===== config.mk =====
export PLATFORM = sky130hd
export DESIGN_NAME = controle_multiciclo_flat
export DESIGN_NICKNAME = d
export VERILOG_FILES = /design/src/rtl/controle_multiciclo_if.sv /design/src/rtl/controle_multiciclo.sv /design/src/flat_wrapper.sv
export SDC_FILE = /design/constraint.sdc
export NUM_CORES = 1
export LEC_CHECK = 0
export ABC_AREA = 1
export BUFFER_PORTS_ARGS = -buffer_cell sky130_fd_sc_hd__buf_2
export CAP_MARGIN = 20
export CORE_ASPECT_RATIO = 0.5
export CORE_MARGIN = 3
export CORE_UTILIZATION = 54
export DETAILED_ROUTE_END_ITERATION = 7
export GPL_ROUTABILITY_DRIVEN = 0
export PLACE_DENSITY = 0.8
export SLEW_MARGIN = 20
export SYNTH_ARGS = -nofsm -noshare
export SYNTH_HDL_FRONTEND = slang
export SYNTH_SLANG_ARGS = --single-unit
export TNS_END_PERCENT = 100

===== constraint.sdc =====
create_clock -name iCLK -period 1.89 [get_ports iCLK]
set_clock_uncertainty 0.15 [all_clocks]
set_input_delay 0.378 -clock iCLK [delete_from_list [all_inputs] [get_ports iCLK]]
set_output_delay 0.378 -clock iCLK [all_outputs]
set_load 0.02 [all_outputs]

===== src/rtl/controle_multiciclo_if.sv =====
// Bundle of the controller <-> datapath/memory signals of the multicycle control unit.
//   master : the control unit (consumes iOpcode/iMemPronta, drives every o* signal)
//   slave  : datapath / memory side (the reverse directions)
// Signals:
//   iOpcode[6:0]     opcode field of the instruction register (RV32I encodings)
//   iMemPronta       memory access completes this cycle
//   oEscrevePC/oEscreveIR/oIouD, oLeMem/oEscreveMem, oMem2Reg[1:0], oOrigULA, oALUOp[1:0],
//   oEscreveReg/oBranch/oJump  datapath controls
//   oEstado[2:0]     current state code
//   oFimInstr        retire pulse
//   oOpInvalido      error flag
//   oInstrConcluidas retired-instruction count (CONT_W bits)
interface controle_multiciclo_if #(
  parameter int unsigned CONT_W = 16
);
  logic [6:0]        iOpcode;
  logic              iMemPronta;
  logic              oEscrevePC;
  logic              oEscreveIR;
  logic              oIouD;
  logic              oLeMem;
  logic              oEscreveMem;
  logic [1:0]        oMem2Reg;
  logic              oOrigULA;
  logic [1:0]        oALUOp;
  logic              oEscreveReg;
  logic              oBranch;
  logic              oJump;
  logic [2:0]        oEstado;
  logic              oFimInstr;
  logic              oOpInvalido;
  logic [CONT_W-1:0] oInstrConcluidas;

  modport master (
    input  iOpcode, iMemPronta,
    output oEscrevePC, oEscreveIR, oIouD, oLeMem, oEscreveMem, oMem2Reg, oOrigULA, oALUOp,
           oEscreveReg, oBranch, oJump, oEstado, oFimInstr, oOpInvalido, oInstrConcluidas
  );

  modport slave (
    output iOpcode, iMemPronta,
    input  oEscrevePC, oEscreveIR, oIouD, oLeMem, oEscreveMem, oMem2Reg, oOrigULA, oALUOp,
           oEscreveReg, oBranch, oJump, oEstado, oFimInstr, oOpInvalido, oInstrConcluidas
  );
endinterface


===== src/rtl/controle_multiciclo.sv =====
// Multicycle RV32I control unit: BUSCA -> DECOD -> EXEC -> [MEM] -> [ESCRITA] -> BUSCA,
// with a memory wait timeout into a sticky ERRO state and a retired-instruction counter.
// Ports:
//   iCLK  : clock, rising edge
//   iRSTn : synchronous active-low reset
//   bus   : controle_multiciclo_if.master (opcode/ready in, datapath controls out)
// Parameters:
//   USA_HANDSHAKE : 1 = memory states wait for iMemPronta, 0 = memory always ready
//   TIMEOUT_MEM   : wait cycles tolerated in BUSCA/MEM (1..255)
//   CONT_W        : width of the retired-instruction counter
module controle_multiciclo #(
  parameter bit          USA_HANDSHAKE = 1'b1,
  parameter int unsigned TIMEOUT_MEM   = 15,
  parameter int unsigned CONT_W        = 16
) (
  input logic                   iCLK,
  input logic                   iRSTn,
  controle_multiciclo_if.master bus
);

  typedef enum logic [2:0] {
    StBusca   = 3'd0,
    StDecod   = 3'd1,
    StExec    = 3'd2,
    StMem     = 3'd3,
    StEscrita = 3'd4,
    StErro    = 3'd5
  } estado_e;

  localparam logic [6:0] OpLoad   = 7'b0000011;
  localparam logic [6:0] OpStore  = 7'b0100011;
  localparam logic [6:0] OpR      = 7'b0110011;
  localparam logic [6:0] OpBranch = 7'b1100011;
  localparam logic [6:0] OpJal    = 7'b1101111;
  localparam logic [6:0] OpJalr   = 7'b1100111;
  localparam logic [6:0] OpImm    = 7'b0010011;
  localparam logic [6:0] OpLui    = 7'b0110111;

  localparam logic [7:0] Limite = 8'(TIMEOUT_MEM);

  estado_e           estado_q, estado_d;
  logic [6:0]        opcode_q, opcode_d;
  logic [7:0]        espera_q, espera_d;
  logic [CONT_W-1:0] cont_q, cont_d;
  logic              pronto;

  logic       escreve_pc, escreve_ir, iou_d, le_mem, escreve_mem;
  logic [1:0] mem2reg, alu_op;
  logic       orig_ula, escreve_reg, branch, jump, fim, op_invalido;

  function automatic logic op_valido(input logic [6:0] op);
    case (op)
      OpLoad, OpStore, OpR, OpBranch, OpJal, OpJalr, OpImm, OpLui: return 1'b1;
      default:                                                     return 1'b0;
    endcase
  endfunction

  assign pronto = USA_HANDSHAKE ? bus.iMemPronta : 1'b1;

  // Next state. The wait counter defaults to zero, so it is cleared whenever
  // BUSCA or MEM is entered and only counts while a memory state holds.
  always_comb begin
    estado_d = estado_q;
    opcode_d = opcode_q;
    espera_d = '0;
    cont_d   = cont_q;
    case (estado_q)
      StBusca: begin
        if (pronto)                   estado_d = StDecod;
        else if (espera_q == Limite)  estado_d = StErro;
        else                          espera_d = espera_q + 8'd1;
      end
      StDecod: begin
        opcode_d = bus.iOpcode;
        estado_d = op_valido(bus.iOpcode) ? StExec : StErro;
      end
      StExec: begin
        case (opcode_q)
          OpLoad, OpStore:          estado_d = StMem;
          OpR, OpImm, OpLui:        estado_d = StEscrita;
          OpBranch, OpJal, OpJalr:  estado_d = StBusca;
          default:                  estado_d = StErro;
        endcase
      end
      StMem: begin
        if (pronto)                   estado_d = (opcode_q == OpLoad) ? StEscrita : StBusca;
        else if (espera_q == Limite)  estado_d = StErro;
        else                          espera_d = espera_q + 8'd1;
      end
      StEscrita: estado_d = StBusca;
      StErro:    estado_d = StErro;
      default:   estado_d = StErro;
    endcase
    if (fim) cont_d = cont_q + 1'b1;
  end

  always_ff @(posedge iCLK) begin
    if (!iRSTn) begin
      estado_q <= StBusca;
      opcode_q <= '0;
      espera_q <= '0;
      cont_q   <= '0;
    end else begin
      estado_q <= estado_d;
      opcode_q <= opcode_d;
      espera_q <= espera_d;
      cont_q   <= cont_d;
    end
  end

  // Datapath controls decoded from the state and the latched opcode.
  always_comb begin
    escreve_pc  = 1'b0;
    escreve_ir  = 1'b0;
    iou_d       = 1'b0;
    le_mem      = 1'b0;
    escreve_mem = 1'b0;
    mem2reg     = 2'b00;
    orig_ula    = 1'b0;
    alu_op      = 2'b00;
    escreve_reg = 1'b0;
    branch      = 1'b0;
    jump        = 1'b0;
    fim         = 1'b0;
    op_invalido = 1'b0;
    case (estado_q)
      StBusca: begin
        le_mem     = 1'b1;
        escreve_ir = pronto;
        escreve_pc = pronto;
      end
      StExec: begin
        case (opcode_q)
          OpLoad, OpStore, OpImm: orig_ula = 1'b1;
          OpR:                    alu_op = 2'b10;
          OpLui: begin
            orig_ula = 1'b1;
            alu_op   = 2'b11;
          end
          OpBranch: begin
            branch = 1'b1;
            alu_op = 2'b01;
            fim    = 1'b1;
          end
          OpJal, OpJalr: begin
            jump        = 1'b1;
            escreve_reg = 1'b1;
            mem2reg     = 2'b10;
            escreve_pc  = 1'b1;
            orig_ula    = (opcode_q == OpJalr);
            fim         = 1'b1;
          end
          default: ;
        endcase
      end
      StMem: begin
        iou_d       = 1'b1;
        le_mem      = (opcode_q == OpLoad);
        escreve_mem = (opcode_q == OpStore);
        fim         = pronto && (opcode_q == OpStore);
      end
      StEscrita: begin
        escreve_reg = 1'b1;
        mem2reg     = (opcode_q == OpLoad) ? 2'b01 : 2'b00;
        fim         = 1'b1;
      end
      StErro:  op_invalido = 1'b1;
      default: ;
    endcase
  end

  // Controls are forced low while reset is held so the first fetch request
  // appears only once iRSTn has returned high.
  assign bus.oEscrevePC       = escreve_pc & iRSTn;
  assign bus.oEscreveIR       = escreve_ir & iRSTn;
  assign bus.oIouD            = iou_d & iRSTn;
  assign bus.oLeMem           = le_mem & iRSTn;
  assign bus.oEscreveMem      = escreve_mem & iRSTn;
  assign bus.oMem2Reg         = mem2reg & {2{iRSTn}};
  assign bus.oOrigULA         = orig_ula & iRSTn;
  assign bus.oALUOp           = alu_op & {2{iRSTn}};
  assign bus.oEscreveReg      = escreve_reg & iRSTn;
  assign bus.oBranch          = branch & iRSTn;
  assign bus.oJump            = jump & iRSTn;
  assign bus.oFimInstr        = fim & iRSTn;
  assign bus.oOpInvalido      = op_invalido & iRSTn;
  assign bus.oEstado          = estado_q;
  assign bus.oInstrConcluidas = cont_q;

endmodule

===== src/flat_wrapper.sv =====
// flat-port wrapper written by rule: the top's interface ports become plain ports
module controle_multiciclo_flat 
#(
  parameter bit          USA_HANDSHAKE = 1'b1,
  parameter int unsigned TIMEOUT_MEM   = 15,
  parameter int unsigned CONT_W        = 16
)
  (iCLK, iRSTn, bus_iOpcode, bus_iMemPronta, bus_oEscrevePC, bus_oEscreveIR, bus_oIouD, bus_oLeMem, bus_oEscreveMem, bus_oMem2Reg, bus_oOrigULA, bus_oALUOp, bus_oEscreveReg, bus_oBranch, bus_oJump, bus_oEstado, bus_oFimInstr, bus_oOpInvalido, bus_oInstrConcluidas);
  controle_multiciclo_if #(.CONT_W(CONT_W)) bus_i ();
  input logic iCLK;
  input logic iRSTn;
  input wire logic [$bits(bus_i.iOpcode)-1:0] bus_iOpcode;
  input wire logic [$bits(bus_i.iMemPronta)-1:0] bus_iMemPronta;
  output wire logic [$bits(bus_i.oEscrevePC)-1:0] bus_oEscrevePC;
  output wire logic [$bits(bus_i.oEscreveIR)-1:0] bus_oEscreveIR;
  output wire logic [$bits(bus_i.oIouD)-1:0] bus_oIouD;
  output wire logic [$bits(bus_i.oLeMem)-1:0] bus_oLeMem;
  output wire logic [$bits(bus_i.oEscreveMem)-1:0] bus_oEscreveMem;
  output wire logic [$bits(bus_i.oMem2Reg)-1:0] bus_oMem2Reg;
  output wire logic [$bits(bus_i.oOrigULA)-1:0] bus_oOrigULA;
  output wire logic [$bits(bus_i.oALUOp)-1:0] bus_oALUOp;
  output wire logic [$bits(bus_i.oEscreveReg)-1:0] bus_oEscreveReg;
  output wire logic [$bits(bus_i.oBranch)-1:0] bus_oBranch;
  output wire logic [$bits(bus_i.oJump)-1:0] bus_oJump;
  output wire logic [$bits(bus_i.oEstado)-1:0] bus_oEstado;
  output wire logic [$bits(bus_i.oFimInstr)-1:0] bus_oFimInstr;
  output wire logic [$bits(bus_i.oOpInvalido)-1:0] bus_oOpInvalido;
  output wire logic [$bits(bus_i.oInstrConcluidas)-1:0] bus_oInstrConcluidas;
  assign bus_i.iOpcode = bus_iOpcode;
  assign bus_i.iMemPronta = bus_iMemPronta;
  assign bus_oEscrevePC = bus_i.oEscrevePC;
  assign bus_oEscreveIR = bus_i.oEscreveIR;
  assign bus_oIouD = bus_i.oIouD;
  assign bus_oLeMem = bus_i.oLeMem;
  assign bus_oEscreveMem = bus_i.oEscreveMem;
  assign bus_oMem2Reg = bus_i.oMem2Reg;
  assign bus_oOrigULA = bus_i.oOrigULA;
  assign bus_oALUOp = bus_i.oALUOp;
  assign bus_oEscreveReg = bus_i.oEscreveReg;
  assign bus_oBranch = bus_i.oBranch;
  assign bus_oJump = bus_i.oJump;
  assign bus_oEstado = bus_i.oEstado;
  assign bus_oFimInstr = bus_i.oFimInstr;
  assign bus_oOpInvalido = bus_i.oOpInvalido;
  assign bus_oInstrConcluidas = bus_i.oInstrConcluidas;
  controle_multiciclo #(.USA_HANDSHAKE(USA_HANDSHAKE), .TIMEOUT_MEM(TIMEOUT_MEM), .CONT_W(CONT_W)) u_core (.iCLK(iCLK), .iRSTn(iRSTn), .bus(bus_i));
endmodule

# Word-level counts from Yosys, hierarchy flattened
# Index checks and enable logic that the tools add are counted.
[totals] register_bits=34 inputBits=10 output_inout_bits=34 word_cells=82
[op_classes] add_sub_neg=2 eq_ne=22 mux=29 bitwise=15 reduce_logical=10
[ops] operator="$eq A7 B6 Y1 const B" count=6
[ops] operator="$eq A7 B7 Y1 const B" count=6
[ops] operator="$add A16 B1 Y16 const B" count=1
[ops] operator="$mux W3" count=5
[ops] operator="$pmux W3 S5" count=1
[ops] operator="$eq A7 B2 Y1 const B" count=2
[ops] operator="$eq A7 B5 Y1 const B" count=2
[ops] operator="$mux W1" count=13
[ops] operator="$and A1 B1 Y1" count=11
[ops] operator="$pmux W3 S3" count=1
[ops] operator="$add A8 B1 Y8 const B" count=1
[ops] operator="$eq A8 B4 Y1 const B" count=1
[ops] operator="$pmux W1 S2" count=4
[ops] operator="$reduce_or A4 Y1" count=2
[ops] operator="$reduce_or A8 Y1" count=1
[ops] operator="$eq A3 B2 Y1 const B" count=2
[ops] operator="$eq A3 B3 Y1 const B" count=2
[ops] operator="$pmux W2 S3" count=1
[ops] operator="$reduce_or A2 Y1" count=3
[ops] operator="$reduce_or A3 Y1" count=2
[ops] operator="$and A2 B2 Y2" count=2
[ops] operator="$mux W2" count=2
[ops] operator="$pmux W2 S2" count=1
[ops] operator="$eq A3 B1 Y1 const B" count=1
[ops] operator="4 further kinds" count=5

# Logic depth before layout (Yosys ltp)
# Gate-level depths: netlist (run 1).
[depth] ltp_word=6 ltp_mapped=11 depth_no_buf=11

# Worst setup path before layout (run 1)
# No wires, ideal clock.
[synth_path] kind="reg-to-output" startpoint="register u_core.estado_q[1] (netlist: u_core.bus.oEstado[1])" endpoint="output bus_oEscrevePC" arrival_time_ns=1.628 required_time_ns=1.362 path_slack_ns=-0.266 stages_incl_launch_ff=7 path_buffers=0 cell_sequence="dfxtp_1 -> inv_2 -> nor4_1 -> inv_1 -> nor2_1 -> inv_1 -> o21ai_0"
[synth_between] elab_chain_cells=3 elab_cells_between_ends=4 classes_between="1 x eq/ne; 1 x mux; 1 x bitwise; 1 x reduce/logical"
[synth_rtl] element="start: declaration" line="controle_multiciclo.sv:41" text="estado_e estado_q, estado_d;"
[synth_rtl] element="start signal: assignment" line="controle_multiciclo.sv:99" text="estado_q <= StBusca;"
[synth_rtl] element="start signal: assignment" line="controle_multiciclo.sv:104" text="estado_q <= estado_d;"
[synth_rtl] element="$eq A3 B2 Y1 / $logic_not A3 Y1 (equally long branches)" line="controle_multiciclo.sv:126" text="case (estado_q)"
[synth_rtl] element="$pmux W1 S2 (*)" line="controle_multiciclo.sv:126"
[synth_rtl] element="$and A1 B1 Y1 (*)" line="controle_multiciclo.sv:174" text="assign bus.oEscrevePC = escreve_pc & iRSTn;"
[synth_rtl] element="end: declaration" line="flat_wrapper.sv:14" text="output wire logic [$bits(bus_i.oEscrevePC)-1:0] bus_oEscrevePC;"
# Mark *: on every way between the ends. The rest lies on a longest branch, timed or not.

# Final worst setup path (run 1)
# Same ends and word-level chain as after synthesis.

==> flow_summary.ini, run 1 <==
[run_status]
status = complete, but fails checks
violations = negative setup slack

[critical_path]
worstPathRequired_ns = 1.36
start_kind = flip-flop
critical_path_class = reg -> out
worstPathMaxFanout = 5
r2r_start = u_core.espera_q[0]$_SDFF_PP0_
cp-startpoint = u_core.bus.oEstado[1]$_SDFF_PN0_
critPathCaptureType = output pin
worst_ep_arrival_time_ns = 1.60

[logic_synthesis]
synth_edf_count = 0
synth_area_leaders = dfxtp_1 (33%), nand2_1 (12%), nor2_1 (10%)
synthesis.nets = 327
ys_ff_latch = 34
synth_most_common_cell = nand2_1
synthArstFlopShare_pct = 0
syn_area_um2 = 2043
syn_avg_cell_area_um2 = 6.486
synth_cells = 315
ys.flop_type = dfxtp_1
synth_top_area_share_pct = 33.31
ys_seq_area_share_pct = 33.31
ys_warn_count = 0
synth_top_area_cell = dfxtp_1
synth_commonest_cells = nand2_1 (66), nor2_1 (55), nand3_1 (38), dfxtp_1 (34), inv_1 (28)
yosysUniqueCellTypes = 29

[power_and_ir_drop]
intPower_uw = 1435
switching_share_pct = 37.69
power.leakage_uw = 0.001288
pwr-share-comb_pct = 31.6
power.total_uw = 2303
pwr-share-seq_pct = 39.0
p_switching_uw = 867.8
pwr-share-clk_pct = 29.4
ir_worst_vdd_mv = 0.8099
power_density_nw_per_um2 = 785.1

[grt]
grt_pass1_vias = 2080
grt_overflow_total = 0
grtUsageMet1_pct = 32.83
grt_max_degree = 25
top_usage_layer = met2
antenna_found_initial = 0
grt_pass1_wl_um = 9791
use_met3_pct = 6.707
grt_usage_pct = 26.96
grt.met2_usage_pct = 46.25

[sta]
rsz0062_at_grt = true
worst_slew_pin_slew_ns = 0.4113
finalSetupViolations = 15
timing.fmax_ghz = 0.4704
fin_ws_ns = -0.2360
hold_violations = 0
fin_crit_sh_pct = 112.5
hold_ws_ns = 0.1621
drv_slew = 0
period_needed_ns = 2.126
slew_headroom_pct = 72.50

[route]
avgViaCountPerCell = 5.955
post_drt_wl_per_cell_um = 16.81
drc = 0
wl_um = 7429
dr.first_iter.drc_count = 255
routed-via-count = 2632
ant_nets = 0
first_pass_iters = 6

[die]
initial_utilization_pct = 57.91
core-area_um2 = 3528
dieWidth_um = 92.99
io_pins = 44
num_rows = 15
die_area_um2 = 4603
fp.dieH_um = 49.50

[layout]
fill_cells = 211
nets = 402
antenna_cells = 0
multi_input_comb_area_um2 = 1366
design_area_um2 = 2933
final_util_pct = 83.12
synthToLayoutAreaGrowth_pct = 43.54
drive_gt1_share_pct = 35.81
seqCellArea_um2 = 708.2

[worst_hold_path]
min_from = bus_iOpcode[0]
holdCritPathClass = in -> reg

[cts]
clock_path_buffers = 2
cts_root_buffer = clkbuf_8
cts.clk_slew.worst_paths_ns = 0.07
h-tree-depth = 2
postCtsHoldBufs = 0
clkSinkCount = 34
cts_tree = yes
cts_made_buffers = 5
clock_latency_ns = 0.30

[placement]
placed_cell_area_um2 = 2367
numPortBuffers = 43
dp_worst_setup_slack_ns = 0.06826
dpl.hpwl_um = 3640

[run]
maxCapViolCount = 0
cell families (layout without fill, tap and decap cells):
kind of cell               after synthesis  after routing  synth area share [%]
DFF                                     34             34                 33.31
and+or+nand+nor                        183            183                 40.11
xor gates and xnor gates                15             15                 6.430
adders and majority gates                2              2                 1.225
buffers and inverters                   43            119                 8.879
AOI/OAI and AO/OA                       38             38                 10.04
power groups by stage:
stage	logic [uW]	registers (uW)	clock network, uW
floorplan	328	877	0
global placement	469	858	0
detailed placement	476	863	0
CTS	593	861	665
global route	771	905	723
finish	727	898	678
metrics by stage:
| step | instances | TNS, ns |
|---|---|---|
| 5_1_grt | 442 | -3.374 |
| 3_3_place_gp | 411 | 0 |
| 2_1_floorplan | 315 | -0.05574 |
| 3_5_place_dp | 411 | 0 |
| 4_1_cts | 432 | -0.7765 |
| 6_report | 442 | -1.923 |
per-layer routing:
layer  vias to the layer above  wire length, um
met4                         0              493
met3                        77              794
met1                      1167             2858
li1                       1177                -
met2                       211             3284
met5                         -                0
worst max-delay path: stages (launching register included):
cell,delay (ns)
dfxtp_4,0.39
inv_6,0.06
nor4_4,0.24
inv_2,0.13
nor2_4,0.14
inv_2,0.06
o21ai_1,0.10
buf_4,0.17
sequential cells by signal (all words and copies together), names as in the netlist:
| name | count |
|---|---|
| u_core.bus.oEstado | 3 |
| u_core.opcode_q | 7 |
| u_core.bus.oInstrConcluidas | 16 |
| u_core.espera_q | 8 |
final cells by class:
type                            instances  share of cell area [%]
Sequential cell                        34                   24.15
Inverter                               36                   5.461
Clock buffer                            5                   2.346
Timing Repair Buffer                   75                   17.92
Tap cell                               51                   2.176
Clock inverter                          3                   1.365
Multi-Input combinational cell        238                   46.59
cell usage in the layout (no fill, tap or decap), drive strengths merged:
master,Yosys,layout
nand4,9,9
nor2,58,58
dfxtp,34,34
nor4,3,3
inv,35,35
clkinv,1,3
nand3,39,39
a31oi,1,1
a21oi,24,24
xor2,10,10
buf,4,75
nor3b,1,1
xnor2,5,5
nor3,2,2
bufinv,0,1
ha,2,2
nand2,71,71
o21ai,12,12
clkbuf,3,5
o21a,1,1
timing repair:
action,CTS,global route
gates resized for setup,49,38
buffers inserted,13,10
setup endpoints to repair,12,20
pin swaps,14,15
path summary, 6_finish.rpt:
path,endpoint,slack [ns],depth (start not counted)
setup / recovery,bus_oEscrevePC,-0.24,7
hold / removal,u_core.opcode_q[0]$_SDFFE_PN0N_,0.16,3
setup reg to reg,u_core.espera_q[0]$_SDFF_PP0_,-0.02,6
hold reg to reg,u_core.bus.oInstrConcluidas[15]$_SDFFE_PN0N_,0.37,2
Note: power is estimated with default switching activity, not from simulation.
==> inputs of run 2 (changes only) <==
CORE_UTILIZATION = 49   (was 54)
PLACE_DENSITY = 0.77   (was 0.8)
clock period = 1.87 ns   (was 1.89 ns; I/O delays follow)
==> run 2 against run 1 <==
Compared with the run above: the run still ends with negative setup slack left; cell area shrank 3.0%; global-route usage is 2.3 points lower; first-iteration DRC count is 31% lower; core utilization fell by 6.6 points; sequential cell count is the same; hold slack improved by 0.0088 ns; power shrank 6.5%.
==> flow_summary.ini, run 2 (synthesis results as in run 1) <==
[run_status]
status = complete, but fails checks
violations = negative setup slack

[layout]
seqCellArea_um2 = 703.2
drive_gt1_share_pct = 34.70
final_util_pct = 76.57
multi_input_comb_area_um2 = 1345
antenna_cells = 0
design_area_um2 = 2845
synthToLayoutAreaGrowth_pct = 39.25
largest_reg_flops = 16
final_common_cell = nand2_1
nets = 400
most-common-layout-cells = nand2_1 (62), nor2_1 (46), buf_4 (36), nand3_1 (34), buf_2 (30)
fill_cells = 277

[placement]
placed_cell_area_um2 = 2414
numPortBuffers = 43
dpl.hpwl_um = 3749

[cts]
cts_root_buffer = clkbuf_8
cts_made_buffers = 5
cts_tree = yes
clock_path_buffers = 2
postCtsHoldBufs = 0
clock_latency_ns = 0.30
h-tree-depth = 2
clkSinkCount = 34
cts.clk_slew.worst_paths_ns = 0.07

[grt]
grt_max_degree = 18
grt_pass1_wl_um = 9942
grt_overflow_total = 0
grt_usage_pct = 24.70
grt_pass1_vias = 2225
antenna_found_initial = 0

[critical_path]
cp_top_family = buffers and inverters
worst_ep_arrival_time_ns = 1.55
worstPathRequired_ns = 1.35
cp-startpoint = u_core.bus.oEstado[2]$_SDFF_PN0_
r2r_start = u_core.bus.oEstado[2]$_SDFF_PN0_
crit_slowest_cell = dfxtp_4
critical_path_class = reg -> out
cpMostUsedCell = buf_6
start_kind = flip-flop
crit_chain = nor4_4 > inv_2 > buf_4 > buf_6 > nor2_4 > buf_6
critPathCaptureType = output pin
crit_buf_inv = 4
critPathMaxStageDelay_ns = 0.38
worstPathMaxFanout = 6

[sta]
setup-tns-final_ns = -1.962
fin_crit_sh_pct = 111.0
drv_slew = 0
finalSetupViolations = 13
slew_headroom_pct = 73.79
fin_ws_ns = -0.2051
worst_slew_pin_slew_ns = 0.3916
period_needed_ns = 2.075
rsz0062_at_grt = true
timing.fmax_ghz = 0.4819
hold_ws_ns = 0.1709
hold_violations = 0

[die]
core-area_um2 = 3716
die_area_um2 = 5028
dieWidth_um = 97.32
fp.dieH_um = 51.66
io_pins = 44
initial_utilization_pct = 54.98
num_rows = 15

[route]
wl_um = 6662
routed-via-count = 2489
avgViaCountPerCell = 5.657
post_drt_wl_per_cell_um = 15.14
ant_nets = 0
drc = 0
first_pass_iters = 5
dr.first_iter.drc_count = 176

[power_and_ir_drop]
ir_worst_vdd_mv = 0.4397
power_density_nw_per_um2 = 756.5
power.leakage_uw = 0.001221

[worst_hold_path]
min_from = bus_iOpcode[1]
holdCritPathClass = in -> reg

[run]
maxCapViolCount = 0
[run 2: cell count changes in the layout (fill, tap and decap cells not counted), moves of 3 or more]
cell / before / now
nand2_4: 10 / 4
inv_4: 6 / 1
inv_1: 22 / 26
nand2_2: 1 / 5
nor2_2: 1 / 4
[run 2: area by class of cell]
class                   instances  area share [%]
flip-flops and latches         34           24.71
clock inverters                 1          0.1759
clock buffers                   7           3.034
well taps                      51           2.243
multi-input cells             238           47.27
inverters                      36           5.013
repair buffers                 73           17.55
[run 2: power breakdown]
part	switching, uW	internal [uW]	total (uW)
Combinational	443	241	685
Clock	285	297	582
Sequential	85.2	800	886
[run 2: final timing paths]
kind	to	slack [ns]	cells past startpoint
max	bus_oALUOp[1]	-0.21	6
min	u_core.opcode_q[1]$_SDFFE_PN0N_	0.17	3
max reg2reg	u_core.espera_q[2]$_SDFF_PP0_	0.12	6
min reg2reg	u_core.espera_q[0]$_SDFF_PP0_	0.30	1
[run 2: tightest hold or removal path, stage by stage]
cell and delay, ns:
buf_2 0.09, nor2_1 0.04, nor2_1 0.08
[run 2: timing repair]
item,4_1_cts,5_1_grt
buffers inserted,11,5
hold endpoints to repair,0,0
setup endpoints to repair,12,14
resized for setup,50,19
pin swaps,13,10
[run 2: through the flow]
stage	setup slack, ns	total power, uW	cells
final	-0.2051	2153	440
after global routing	-0.2441	2257	440
after CTS	-0.1315	2036	435
after detailed placement	0.01311	1379	416
after global placement	0.03313	1364	416
after floorplan	-0.07174	1222	315
[run 2: metal layers]
metal  up-vias  track usage, %  routed length (um)
li1       1170               -                   -
met1      1114           26.73                2557
met2       155           44.06                3097
met3        50           6.827                 542
met4         0           15.86                 464
met5         -               0                   0
